[src/rtl/fetch_unit.sv]
// fetch_unit: single-issue instruction fetch stage.
//
// Issues one instruction-memory request at a time, presents each returned word to decode
// together with its address, and absorbs one word while decode is stalled. A redirect
// (br_taken) flushes the presented and buffered instruction and restarts fetch at the
// word-aligned br_target. When a redirect arrives while a request is still outstanding,
// the unit waits for that response and discards it before fetching from the target.
//
// Parameters:
//   WORD      address / PC width
//   INST_SIZE instruction width
//   RESET_PC  first fetch address after reset
// Ports:
//   clk, rst    clock; asynchronous active-high reset
//   imem_req    request valid (high in REQ and DROP)
//   imem_addr   request byte address, stable until imem_ack
//   imem_ack    response for the pending request this cycle
//   imem_rdata  response data, valid with imem_ack
//   stall       decode cannot accept; if_* outputs hold
//   br_taken    redirect pulse
//   br_target   redirect address (low two bits ignored)
//   if_valid    if_inst/if_pc hold a live instruction
//   if_inst     instruction presented to decode
//   if_pc       address of if_inst
module fetch_unit #(
  parameter int unsigned    WORD      = 64,
  parameter int unsigned    INST_SIZE = 32,
  parameter logic [WORD-1:0] RESET_PC = '0
) (
  input  logic                 clk,
  input  logic                 rst,
  output logic                 imem_req,
  output logic [WORD-1:0]      imem_addr,
  input  logic                 imem_ack,
  input  logic [INST_SIZE-1:0] imem_rdata,
  input  logic                 stall,
  input  logic                 br_taken,
  input  logic [WORD-1:0]      br_target,
  output logic                 if_valid,
  output logic [INST_SIZE-1:0] if_inst,
  output logic [WORD-1:0]      if_pc
);

  typedef enum logic [1:0] {
    StReq  = 2'd0,
    StBuf  = 2'd1,
    StDrop = 2'd2
  } state_e;

  state_e                 state_q;
  logic [WORD-1:0]        pc_q;        // address of the pending (or next) request
  logic [WORD-1:0]        tgt_q;       // redirect target held while draining in DROP
  logic [INST_SIZE-1:0]   buf_inst_q;
  logic [WORD-1:0]        buf_pc_q;

  logic [WORD-1:0] br_aligned;
  logic [WORD-1:0] pc_plus4;

  assign br_aligned = {br_target[WORD-1:2], 2'b00};
  assign pc_plus4   = pc_q + WORD'(4);  // wraps modulo 2^WORD

  // Gated with rst so no request is visible while reset is held.
  assign imem_req  = (state_q != StBuf) && !rst;
  assign imem_addr = pc_q;

  always_ff @(posedge clk or posedge rst) begin
    if (rst) begin
      state_q    <= StReq;
      pc_q       <= RESET_PC;
      tgt_q      <= '0;
      buf_inst_q <= '0;
      buf_pc_q   <= '0;
      if_valid   <= 1'b0;
      if_inst    <= '0;
      if_pc      <= '0;
    end else begin
      unique case (state_q)
        StReq: begin
          if (br_taken) begin
            if_valid <= 1'b0;
            if (imem_ack) begin
              // Response consumed by this edge; drop it and go straight to the target.
              pc_q <= br_aligned;
            end else begin
              tgt_q   <= br_aligned;
              state_q <= StDrop;
            end
          end else if (imem_ack) begin
            pc_q <= pc_plus4;
            if (!if_valid || !stall) begin
              if_valid <= 1'b1;
              if_inst  <= imem_rdata;
              if_pc    <= pc_q;
            end else begin
              buf_inst_q <= imem_rdata;
              buf_pc_q   <= pc_q;
              state_q    <= StBuf;
            end
          end else if (!stall) begin
            if_valid <= 1'b0;
          end
        end

        StBuf: begin
          if (br_taken) begin
            if_valid <= 1'b0;
            pc_q     <= br_aligned;
            state_q  <= StReq;
          end else if (!stall) begin
            if_valid <= 1'b1;
            if_inst  <= buf_inst_q;
            if_pc    <= buf_pc_q;
            state_q  <= StReq;
          end
        end

        StDrop: begin
          if (imem_ack) begin
            // The stale response has arrived; a redirect in the same cycle wins over the
            // held target, otherwise waiting for a second ack would deadlock.
            pc_q    <= br_taken ? br_aligned : tgt_q;
            state_q <= StReq;
          end else if (br_taken) begin
            tgt_q <= br_aligned;
          end
          if (br_taken || !stall) begin
            if_valid <= 1'b0;
          end
        end

        default: state_q <= StReq;
      endcase
    end
  end

endmodule

[config.mk]
export PLATFORM = sky130hd
export DESIGN_NAME = fetch_unit
export DESIGN_NICKNAME = d
export VERILOG_FILES = /design/src/rtl/fetch_unit.sv
export SDC_FILE = /design/constraint.sdc
export NUM_CORES = 1
export LEC_CHECK = 0
export ABC_AREA = 0
export CAP_MARGIN = 20
export CORE_AREA = 2 2 207 209
export CTS_CLUSTER_DIAMETER = 120
export DETAILED_ROUTE_END_ITERATION = 12
export DIE_AREA = 0 0 209 211
export PLACE_DENSITY = 0.58
export REMOVE_ABC_BUFFERS = 1
export SYNTH_ARGS = -nofsm -noshare
export SYNTH_HDL_FRONTEND = slang
export SYNTH_SLANG_ARGS = --single-unit
export TNS_END_PERCENT = 30
[constraint.sdc]
create_clock -name clk -period 15.2 [get_ports clk]
set_clock_uncertainty 0.05 [all_clocks]
set_input_delay 3.04 -clock clk [delete_from_list [all_inputs] [get_ports clk]]
set_output_delay 3.04 -clock clk [all_outputs]
set_load 0.02 [all_outputs]
==> flow_summary.toml, run 1 <==
[clocking]
cts_tree = "yes"
root_buffer = "clkbuf_16"
clk_pin_slew_ns = 0.06
cts.sinks = 323
cts_buffers = 40
clock_latency_ns = 0.56
post-cts-setup-buffers = 0
ctsResizeCount = 0
htreeDepth = 2
clockBufferDepth = 3
holdBufCountCts = 0

[floorplanning]
core_area_um2 = 41800
die_y_um = 211
rows = 75
die_area_um2 = 44100
pin_count = 263
chipWidth_um = 209
initial_core_util_pct = 39.8

[timing]
relSlewSlack_pct = 26.3
setup_tns_ns = 0
hold_ws_ns = 0.437
period_minus_slack_ns = 7.37
slew_viol_final = 0
rsz0062_at_grt = "no"
worstMarginPinSlew_ns = 1.11
final_hold_viol_count = 0
fmax_mhz = 136
period_share_pct = 48.5
setup_viol = 0

[critical_path]
cp_max_fo = 2
worstSetupStartpointType = "input pin"
worst_setup_path_end_kind = "output port"
crit_type = "input pin to output port"
cp.arrival_ns = 4.28
crit_required_ns = 12.11

[route]
route.detailed.wl_per_inst_um = 20.8
drt.antenna.violating_nets = 0
routed-via-count = 13500
met3WireLength_um = 2810
vias_per_cell = 5.70
wl_met2_um = 22600
drt_wl_total_um = 49300
first_iter_violations = 823
drc_errors = 0
wl_met1_um = 22400
first_pass_iters = 5
top_layer = "met5"

[placement]
dpl.hpwl_um = 30400
gp_congestion = 0.782
portBuffers = 260

[logic_synthesis]
yosys_warnings = 0
netlist_instances = 1607
synth.avg_cell_area_um2 = 10.3
yosysSeqAreaShare_pct = 48.7
synthArstFlopShare_pct = 100
ys_ff_latch = 323
ys.flop_type = "dfrtp_1"
synth_edf_count = 0
synth_area_um2 = 16600
ys_types = 72

[power]
p_leak_nw = 8.55
vdd_drop_max_mv = 0.133
power_mw = 4.81
power_density_nw_per_um2 = 231

[grt]
grt_pass1_vias = 13300
grt_pass1_wl_um = 76600
grt_overflow = 0
antenna_found_initial = 4
track_usage_pct = 22.1
grt_max_degree = 171

[final_layout]
final_common_cell = "dfrtp_1"
synthToLayoutAreaGrowth_pct = 25.4
final.fill_count = 3848
drive_gt1_share_pct = 16.2
antennaDiodeCount = 0
post-route-util_pct = 49.9
finish.net_count = 1902
mostFrequentLayoutCells = "dfrtp_1, clkdlybuf4s50_1, mux2_2"

[hold_path]
hp-class = "flip-flop to flip-flop"

[run_status]
status = "finished clean"

[flow_run]
drv_cap = 0
## where the power goes
group	internal [mW]	switching [mW]	total [mW]	leakage (nW)
registers	1.26	0.352	1.62	3.95
clock network	0.584	0.389	0.974	0.661
logic	1.01	1.21	2.23	3.95
total	2.86	1.95	4.81	8.55
## synthesized netlist by cell type (all sizes together) (13+ instances only)
library cell / instances / area (um^2)
a21oi: 147 / 736
a221oi: 44 / 385
a22o: 16 / 140
buf: 32 / 154
clkbuf: 105 / 502
dfrtp: 323 / 8080
inv: 32 / 120
mux2: 176 / 1980
mux2i: 114 / 1140
nand2: 90 / 338
nand3: 38 / 200
nand4: 25 / 156
nor2: 162 / 608
nor3: 29 / 145
o211ai: 13 / 97.6
o21ai: 88 / 440
o31ai: 18 / 135
## layer usage
| layer | vias up | GRT usage (%) |
|---|---|---|
| met2 | 371 | 35.2 |
| met5 | - | 0 |
| met4 | 6 | 7.39 |
| met3 | 94 | 4.92 |
| met1 | 6708 | 29.9 |
| li1 | 6285 | - |
## final cells by class
class | count | area, um^2 | area share (%)
clock buffer | 52 | 1150 | 5.51
clock inverter | 19 | 193 | 0.925
inverter | 32 | 128 | 0.612
multi-input combinational | 1115 | 7820 | 37.5
sequential | 323 | 8080 | 38.8
tap | 539 | 674 | 3.24
timing repair buffer | 284 | 2800 | 13.4
## flip-flops by register name, summed over array words and instances (netlist names)
signal,cells
buf_pc_q,64
if_pc,64
imem_addr,64
tgt_q,64
buf_inst_q,32
if_inst,32
state_q,2
if_valid,1
## critical path, stage by stage
cell             delay, ns
clkdlybuf4s50_1       0.51
nor2_1                0.12
clkdlybuf4s50_1       0.61
## worst paths after layout
path | from | endpoint | slack (ns) | cells after the start
min in group asynchronous | rst | buf_inst_q[3] | 3.07 | 2
max in group asynchronous | rst | imem_addr[38] | 9.77 | 4
setup / recovery | rst | imem_req | 7.83 | 3
hold reg to reg | tgt_q[31] | tgt_q[31] | 0.44 | 2
hold / removal | tgt_q[31] | tgt_q[31] | 0.44 | 2
setup reg to reg | state_q[1] | imem_addr[21] | 11.31 | 9
## per-stage QoR
step	std cells	cell area [um^2]	setup slack (ns)
finish	2364	20800	7.83
global route	2364	20800	7.77
CTS	2364	20800	7.83
detailed placement	2293	19500	7.83
global placement	2293	19500	7.82
floorplan	1470	16000	3.17
## cell families after synthesis
logic type	synth area share (%)
buf+inv	4.67
flops	48.7
xor+xnor	0.264
mux	18.8
compound gates	16.1
simple gates	11.2
fa+ha+maj	0.377
No activity file was read; power rests on OpenSTA's default activity.
==> run 2, diff against run 1 <==
- PLACE_DENSITY: 0.58 -> 0.6
- clock period: 15.2 -> 6.2 ns (I/O delays scaled with it)
==> flow_summary.toml, run 2 (synthesis gave the netlist of run 1 again) <==
[run_status]
status = "finished clean"

[clocking]
clk_pin_slew_ns = 0.06
ctsResizeCount = 0
holdBufCountCts = 0
cts_buffers = 39
cts.sinks = 323
clockBufferDepth = 3
clock_latency_ns = 0.55
htreeDepth = 2
cts_tree = "yes"
root_buffer = "clkbuf_16"
post-cts-setup-buffers = 0

[final_layout]
finish.net_count = 1907
final.fill_count = 3816
mostFrequentLayoutCells = "dfrtp_1, clkdlybuf4s50_1, mux2_2"
synthToLayoutAreaGrowth_pct = 25.2
drive_gt1_share_pct = 15.9
final_common_cell = "dfrtp_1"

[route]
routed-via-count = 13500
drt.antenna.violating_nets = 0
route.detailed.wl_per_inst_um = 20.7
drt_wl_total_um = 49100
first_iter_violations = 998
vias_per_cell = 5.73
drc_errors = 0
first_pass_iters = 5

[critical_path]
crit_required_ns = 4.91
max_stage_delay_ns = 0.61
crit_type = "input pin to output port"
path_depth = 3
critPathCapture = "imem_req"
crit_buf_inv = 2
setup.worst_path.start = "rst"
cp_max_fo = 2
worst_setup_path_end_kind = "output port"
worst_path_max_delay_cell = "clkdlybuf4s50_1"
r2r_start = "state_q[0]"
r2r_cells = 9
crit_chain = "clkdlybuf4s50_1 > nor2_1 > clkdlybuf4s50_1"
cp_top_family = "buffers and inverters"
cpMostUsedCell = "clkdlybuf4s50_1"
worstSetupStartpointType = "input pin"
regToRegSetupSlack_ns = 2.91
r2r_end = "imem_addr[21]"
cp.arrival_ns = 2.49

[timing]
rsz0062_at_grt = "no"
setup_ws_ns = 2.42
final_hold_viol_count = 0
setup_tns_ns = 0
setup_viol = 0
worstMarginPinSlew_ns = 1.03
slew_viol_final = 0
fmax_mhz = 264
relSlewSlack_pct = 31.7
period_share_pct = 61.0
period_minus_slack_ns = 3.78

[grt]
grt_pass1_wl_um = 76900
grt_max_degree = 102
grt_overflow = 0
grt_pass1_vias = 13200
antenna_found_initial = 5
track_usage_pct = 22.2

[floorplanning]
die_y_um = 211
rows = 75
initial_core_util_pct = 39.8
chipWidth_um = 209
die_area_um2 = 44100
pin_count = 263
core_area_um2 = 41800

[placement]
portBuffers = 260
gp_congestion = 0.791
dpl.hpwl_um = 30800
place_ws_ns = 2.20

[power]
p_leak_nw = 8.54
power_density_nw_per_um2 = 559
vdd_drop_max_mv = 0.394

[flow_run]
drv_cap = 0

[hold_path]
hp-class = "flip-flop to flip-flop"
## run 2: changes by cell type in the layout (fill, tap and decap cells not counted), sizes merged
cell      previous run  this run
buf                 25        31
bufinv               3         0
clkbuf              52        58
clkinv              12         6
clkinvlp             3         0
diode                0         2
## run 2: worst min path at each step
stage / startpoint / to / slack, ns / cells after the start
detailed placement: tgt_q[1] / tgt_q[1] / 0.42 / 1
CTS: tgt_q[1] / tgt_q[1] / 0.44 / 1
floorplan: tgt_q[11] / tgt_q[11] / 0.40 / 2
finish: tgt_q[45] / tgt_q[45] / 0.43 / 2
global placement: tgt_q[45] / tgt_q[45] / 0.41 / 2
global route: tgt_q[1] / tgt_q[1] / 0.45 / 1
## run 2: final cells by class
cell class / count / area [um^2] / share of cell area (%)
flip-flops and latches: 323 / 8080 / 38.9
multi-input cells: 1115 / 7820 / 37.6
repair buffers: 290 / 2870 / 13.8
clock buffers: 58 / 1180 / 5.67
well taps: 539 / 674 / 3.24
inverters: 32 / 128 / 0.614
clock inverters: 7 / 38.8 / 0.187
diodes: 2 / 5.00 / 0.0241
## run 2: report_power, final
part	switching (mW)	total, mW	internal (mW)	leakage [nW]
Sequential	0.869	3.97	3.10	3.95
Clock	0.906	2.21	1.31	0.607
Combinational	2.95	5.45	2.51	3.99
Total	4.72	11.6	6.91	8.54
## run 2: worst reg2reg max path, cell delays in order (launching register included)
cell      delay, ns
dfrtp_1        0.41
inv_1          0.13
ha_2           0.61
o21ba_2        0.34
a211o_4        0.49
buf_4          0.59
nor3_1         0.11
nand4_1        0.13
o211ai_1       0.10
a22o_1         0.22
## run 2: layer usage
metal / routed length (um) / track usage (%) / part of all wire, %
met5: 41 / 0 / 0.084
met4: 1410 / 8.33 / 2.9
met3: 2940 / 4.79 / 6.0
met2: 22200 / 34.0 / 45
met1: 22500 / 30.8 / 46
## run 2: stage by stage
stage	std cells	power [mW]	cell area (um^2)	utilization (%)	hold WS, ns
after detailed placement	2297	9.46	19500	46.8	0.422
after global placement	2297	9.30	19500	46.8	0.413
after floorplan	1470	7.37	16000	-	0.401
final	2366	11.6	20800	49.8	0.435
after CTS	2362	11.7	20800	49.7	0.439
after global routing	2366	12.5	20800	49.8	0.451
